### src/rtl/clk_div_ctrl.sv
// rtl/clk_div_ctrl.sv - programmable clock divider with glitch-free ratio change
//
// Purpose:
//   Generates a registered divided clock whose high and low phases each last
//   div_cur cycles of clk. A new ratio offered through a valid/ready handshake
//   is loaded directly while the divider is idle; while it is running, the
//   ratio is held in a shadow register and only applied at a falling toggle,
//   so no output phase is ever cut short.
//
// Ports:
//   clk        in   sole clock, rising edge
//   rstn       in   synchronous active-low reset
//   enable     in   1 = run the divided clock, 0 = park it low
//   req_valid  in   a new half-period ratio is offered on req_div
//   req_div    in   requested half-period ratio (WIDTH bits)
//   req_ready  out  a request can be accepted this cycle
//   clk_out    out  registered divided clock
//   tick       out  one-cycle strobe on each clk_out rising transition
//   div_cur    out  half-period ratio currently in effect (WIDTH bits)
//   busy       out  a ratio change is pending
//   err        out  one-cycle strobe after a zero ratio request was accepted

module clk_div_ctrl #(
  parameter int unsigned WIDTH   = 16,
  parameter int unsigned DEF_DIV = 1
) (
  input  logic             clk,
  input  logic             rstn,
  input  logic             enable,
  input  logic             req_valid,
  input  logic [WIDTH-1:0] req_div,
  output logic             req_ready,
  output logic             clk_out,
  output logic             tick,
  output logic [WIDTH-1:0] div_cur,
  output logic             busy,
  output logic             err
);

  typedef enum logic [1:0] {
    S_IDLE = 2'd0,
    S_RUN  = 2'd1,
    S_PEND = 2'd2
  } state_e;

  localparam logic [WIDTH-1:0] DEF_DIV_W = WIDTH'(DEF_DIV);
  localparam logic [WIDTH-1:0] ONE       = WIDTH'(1);

  state_e           state_q, state_d;
  logic [WIDTH-1:0] cnt_q, cnt_d;
  logic [WIDTH-1:0] div_q, div_d;
  logic [WIDTH-1:0] shd_q, shd_d;
  logic             clk_out_q, clk_out_d;
  logic             tick_q, tick_d;
  logic             err_q, err_d;

  logic             accept;
  logic             req_zero;
  logic             req_load;
  logic             term;

  assign accept   = req_valid & req_ready;
  assign req_zero = (req_div == '0);
  assign req_load = accept & ~req_zero;
  // div_q only changes together with a reload of cnt to 1, so cnt never
  // passes div_q; >= just keeps the compare safe against any upset.
  assign term     = (cnt_q >= div_q);

  // ---------------------------------------------------------------------------
  // State register
  // ---------------------------------------------------------------------------
  always_ff @(posedge clk) begin
    if (!rstn) begin
      state_q   <= S_IDLE;
      cnt_q     <= ONE;
      div_q     <= DEF_DIV_W;
      shd_q     <= DEF_DIV_W;
      clk_out_q <= 1'b0;
      tick_q    <= 1'b0;
      err_q     <= 1'b0;
    end else begin
      state_q   <= state_d;
      cnt_q     <= cnt_d;
      div_q     <= div_d;
      shd_q     <= shd_d;
      clk_out_q <= clk_out_d;
      tick_q    <= tick_d;
      err_q     <= err_d;
    end
  end

  // ---------------------------------------------------------------------------
  // Next-state and datapath logic
  // ---------------------------------------------------------------------------
  always_comb begin
    state_d   = state_q;
    cnt_d     = cnt_q;
    div_d     = div_q;
    shd_d     = shd_q;
    clk_out_d = clk_out_q;
    // A zero ratio is dropped; only the strobe records it.
    err_d     = accept & req_zero;

    case (state_q)
      S_IDLE: begin
        clk_out_d = 1'b0;
        cnt_d     = ONE;
        // A ratio load keeps the divider parked for this cycle.
        if (req_load) begin
          div_d = req_div;
        end else if (enable) begin
          state_d = S_RUN;
        end
      end

      S_RUN: begin
        if (!enable && !clk_out_q) begin
          // Parked low already: stop without finishing the low phase.
          state_d = S_IDLE;
          cnt_d   = ONE;
          if (req_load) begin
            div_d = req_div;
          end
        end else begin
          if (term) begin
            clk_out_d = ~clk_out_q;
            cnt_d     = ONE;
          end else begin
            cnt_d = cnt_q + ONE;
          end
          if (term && clk_out_q && !enable) begin
            // High phase finished while disabled: stop, and a ratio
            // arriving now can be taken directly since the output is parked.
            state_d = S_IDLE;
            if (req_load) begin
              div_d = req_div;
            end
          end else if (req_load) begin
            shd_d   = req_div;
            state_d = S_PEND;
          end
        end
      end

      S_PEND: begin
        if (!enable && !clk_out_q) begin
          state_d = S_IDLE;
          cnt_d   = ONE;
          div_d   = shd_q;
        end else if (term) begin
          clk_out_d = ~clk_out_q;
          cnt_d     = ONE;
          // Only the falling toggle is a safe point to switch ratios.
          if (clk_out_q) begin
            div_d   = shd_q;
            state_d = enable ? S_RUN : S_IDLE;
          end
        end else begin
          cnt_d = cnt_q + ONE;
        end
      end

      default: begin
        state_d   = S_IDLE;
        cnt_d     = ONE;
        clk_out_d = 1'b0;
      end
    endcase

    tick_d = clk_out_d & ~clk_out_q;
  end

  // ---------------------------------------------------------------------------
  // Output logic
  // ---------------------------------------------------------------------------
  always_comb begin
    req_ready = (state_q != S_PEND);
    busy      = (state_q == S_PEND);
  end

  assign clk_out = clk_out_q;
  assign tick    = tick_q;
  assign div_cur = div_q;
  assign err     = err_q;

endmodule

### config.mk
export PLATFORM = sky130hd
export DESIGN_NAME = clk_div_ctrl
export DESIGN_NICKNAME = d
export VERILOG_FILES = /design/src/rtl/clk_div_ctrl.sv
export SDC_FILE = /design/constraint.sdc
export NUM_CORES = 1
export LEC_CHECK = 0
export ABC_AREA = 1
export CAP_MARGIN = 20
export CORE_MARGIN = 2
export CORE_UTILIZATION = 49
export CTS_CLUSTER_DIAMETER = 150
export DETAILED_ROUTE_END_ITERATION = 16
export PLACE_DENSITY_LB_ADDON = 0.1
export SYNTH_ARGS = -nofsm -noshare
export SYNTH_HDL_FRONTEND = slang
export SYNTH_SLANG_ARGS = --single-unit
### constraint.sdc
create_clock -name clk -period 2.1 [get_ports clk]
set_input_delay 0.315 -clock clk [delete_from_list [all_inputs] [get_ports clk]]
set_output_delay 0.315 -clock clk [all_outputs]
set_load 0.01 [all_outputs]
==> out/qor.csv <==
stage,metric,value,unit
worst_setup_path,end_kind,flop,
grt,antenna_found_initial,0,
clock_tree,h-tree-depth,2,
worst_setup_path,crit_path_start_kind,flop,
route,first_pass_iters,5,
finish,fill_cells,436,
finish,drive_above_1_share,30.2,%
worst_setup_path,r2r-start,div_cur[1],
synth,ys_seq_area_share,37.1,%
route,routedWlPerCell,13.4,um
clock_tree,clk_pin_slew_worst_paths,0.10,ns
synth,ys_ff_latch,53,
power,power_density,1180,nW/um2
clock_tree,cts-root-buf,clkbuf_8,
synth,synth_ff_type,dfxtp_1,
status,status,"complete, but fails checks",
sta,fin_worst_skew,0.00525,ns
place,dp_hpwl,4770,um
synth,yosysWarnings,0,
synth,synth_area_leaders,"dfxtp_1 (37%), nand2_1 (13%), ha_1 (9.6%)",
power,p_int,2.92,mW
synth,synthDistinctLibCells,39,
status,violations,negative setup slack,
die,core_area,5570,um2
sta,fin_hold_ws,0.493,ns
sta,worst_pin_slew,0.348,ns
min_path,whs_endpoint,shd_q[12],
worst_setup_path,critPathRequiredTime,2.34,ns
min_path,whs_path_depth,2,
finish,area_growth,44.8,%
synth,synth_common_cells,"nand2_1 (96), nor2_1 (56), dfxtp_1 (53), inv_1 (48), a21oi_1 (30)",
die,die_w,80.4,um
synth,yosysTopAreaCellShare,37.1,%
power,p_sw_share,40.5,%
worst_setup_path,r2r_end,div_cur[2],
sta,hold_viol_final,0,
min_path,hold_start,shd_q[12],
grt,grt_pass1_wl,11300,um
synth,ys_async_sr_fraction,0,%
die,dieArea,6460,um2
sta,grt_setup_unrepaired,true,
job,cap_violations,0,
grt,gr-total-overflow,0,
worst_setup_path,r2r_setup_slack,-0.16,ns
finish,antennaDiodeCount,0,
sta,relSlewSlack,76.5,%
worst_setup_path,critPathMaxFanout,8,
synth,synthCells,404,
clock_tree,postCtsHoldBufs,0,
place,dpl_worst_slack,-0.143,ns
worst_setup_path,reg2reg_depth,20,
place,portBuffers,40,
route,drt_wl_total,7630,um
power,combinationalPowerShare,59.4,%
clock_tree,clk_latency,0.31,ns
route,postRouteAntennaNets,0,
sta,worst_slack,-0.162,ns
die,initial_core_util,51.3,%
sta,finalSetupViolCount,33,
min_path,min_path_type,reg -> reg,
route,route.detailed.drc,0,
grt,grt_max_degree,34,
sta,drv_slew,0,
power,p_leak,1.86,nW
synth,syn_nets,446,
die,fp-row-count,27,
place,globalplace.congestion,0.864,
finish,fin_nets,537,
power,pwr-share-clk,12.2,%
grt,grt_usage,21.9,%
clock_tree,cts_sinks,53,
synth,synth_edf_count,0,
die,die_h,80.4,um
clock_tree,cts_tree,built,
die,ios,41,
route,vias,2887,
route,dr.first_iter.drc_count,198,
route,drt-vias-per-instance,5.08,
sta,fmax,442,MHz
synth,synth_area,2860,um2
power,pwr-share-seq,28.4,%
clock_tree,clock_path_buffers,2,
grt,grt_pass1_vias,2632,
sta,layout_min_cycle_time,2.26,ns
sta,timing.final.crit_share,108,%
power,switching_power,1.99,mW
worst_setup_path,worstSetupPathType,reg -> reg,
clock_tree,cts_made_buffers,5,
power,ir_worst_vdd,0.778,mV
synth,synth_area_leader_cell,dfxtp_1,
worst_setup_path,arrival,2.51,ns
synth,syn_avg_cell_area,7.08,um2
synth,yosysMostFrequentCell,nand2_1,
sequential cells by signal (all words and copies together) (netlist names):
register  count
clk_out       1
cnt_q        16
div_cur      16
err           1
shd_q        16
state_q       2
tick          1
power groups by stage:
| stage | Clock, mW | Sequential [mW] | Combinational, mW |
|---|---|---|---|
| floorplan | 0 | 1.44 | 1.19 |
| global placement | 0 | 1.38 | 2.13 |
| detailed placement | 0 | 1.39 | 2.16 |
| CTS | 0.605 | 1.38 | 2.37 |
| global route | 0.647 | 1.41 | 3.19 |
| finish | 0.600 | 1.39 | 2.91 |
cell usage in the layout, fill, tap and decap left out, types with 2 or more instances in the layout:
cell	netlist	layout
clkbuf_16	0	2
a21oi_1	30	26
xnor2_1	2	2
nor3_1	3	3
o21ai_1	8	9
o21ai_0	23	22
clkinv_8	0	2
clkbuf_8	0	5
nand4_1	5	5
ha_4	0	9
buf_6	2	4
xor2_1	2	2
buf_4	1	48
nand3_2	4	4
inv_2	7	12
inv_1	48	42
nand3_1	6	5
ha_1	22	12
nor2_1	56	46
dfxtp_1	53	40
nor4_1	2	2
nor3b_1	2	2
a21oi_2	0	4
nor2_4	1	3
nand2_2	4	12
clkinv_2	1	2
nand2_4	0	5
or2_2	2	2
nand2_1	96	83
dfxtp_2	0	13
clkdlybuf4s50_1	0	40
nor2_2	1	9
timing repair:
item | 4_1_cts | 5_1_grt
endpoints found under the setup margin | 34 | 51
setup buffers | 8 | 2
pin swaps | 11 | 19
gates resized for setup | 23 | 43
cloned | 1 | 5
cell type report:
| class | instances | area [um2] | area share [%] |
|---|---|---|---|
| flip-flops and latches | 53 | 1080 | 26.0 |
| repair buffers | 95 | 876 | 21.1 |
| inverters | 56 | 225 | 5.44 |
| clock buffers | 5 | 68.8 | 1.66 |
| clock inverters | 3 | 17.5 | 0.423 |
| multi-input cells | 282 | 1760 | 42.6 |
| well taps | 72 | 90.1 | 2.17 |
| repair inverters | 2 | 25.0 | 0.604 |
routing by layer:
metal  share of wire, %  up-vias  global-route usage, %
met2                 49       78                   37.5
li1                   -     1466                      -
met1                 46     1331                   28.5
met3                4.1       12                   3.26
met4                1.5        0                   6.61
met5                  0        -                      0
cells by family after synthesis:
family                     synth area share, %
xor gates and xnor gates                  1.23
adders and majority gates                 9.62
AOI/OAI and AO/OA                         12.2
and+or+nand+nor                           29.4
buffers and inverters                     10.4
DFF                                       37.1
critical path, stage by stage, from the launching register on:
cell and delay [ns]:
dfxtp_2 0.35, inv_2 0.05, ha_4 0.26, nand2_2 0.06, nor2_2 0.10, nor2_1 0.05
nand2_1 0.07, nand2_1 0.05, nand2_1 0.09, nand2_1 0.07, nand2_2 0.09, ha_4 0.14
nand2_4 0.04, nand3_4 0.08, nand2_4 0.06, nor2_4 0.17, nand2_8 0.09, buf_12 0.15
nand2_1 0.06, nand2_1 0.06, nor2_1 0.12
worst max-delay path by stage:
stage / endpoint / start / depth (start not counted)
after detailed placement: shd_q[4] / div_cur[9] / 13
after global placement: div_cur[9] / div_cur[3] / 19
after global routing: div_cur[2] / div_cur[1] / 20
after CTS: shd_q[0] / div_cur[2] / 17
after floorplan: shd_q[15] / div_cur[9] / 14
final: div_cur[2] / div_cur[1] / 20
metrics by stage:
step / power (mW) / utilization [%] / cell area (um2) / TNS, ns / std cells
floorplan: 2.63 / - / 2900 / 0 / 404
global placement: 3.50 / 65.1 / 3630 / -1.98 / 544
detailed placement: 3.55 / 65.1 / 3630 / -3.49 / 544
CTS: 4.35 / 69.7 / 3880 / -1.27 / 561
global route: 5.25 / 74.3 / 4140 / -8.91 / 568
finish: 4.90 / 74.3 / 4140 / -3.14 / 568
(Power assumes the default switching activity.)
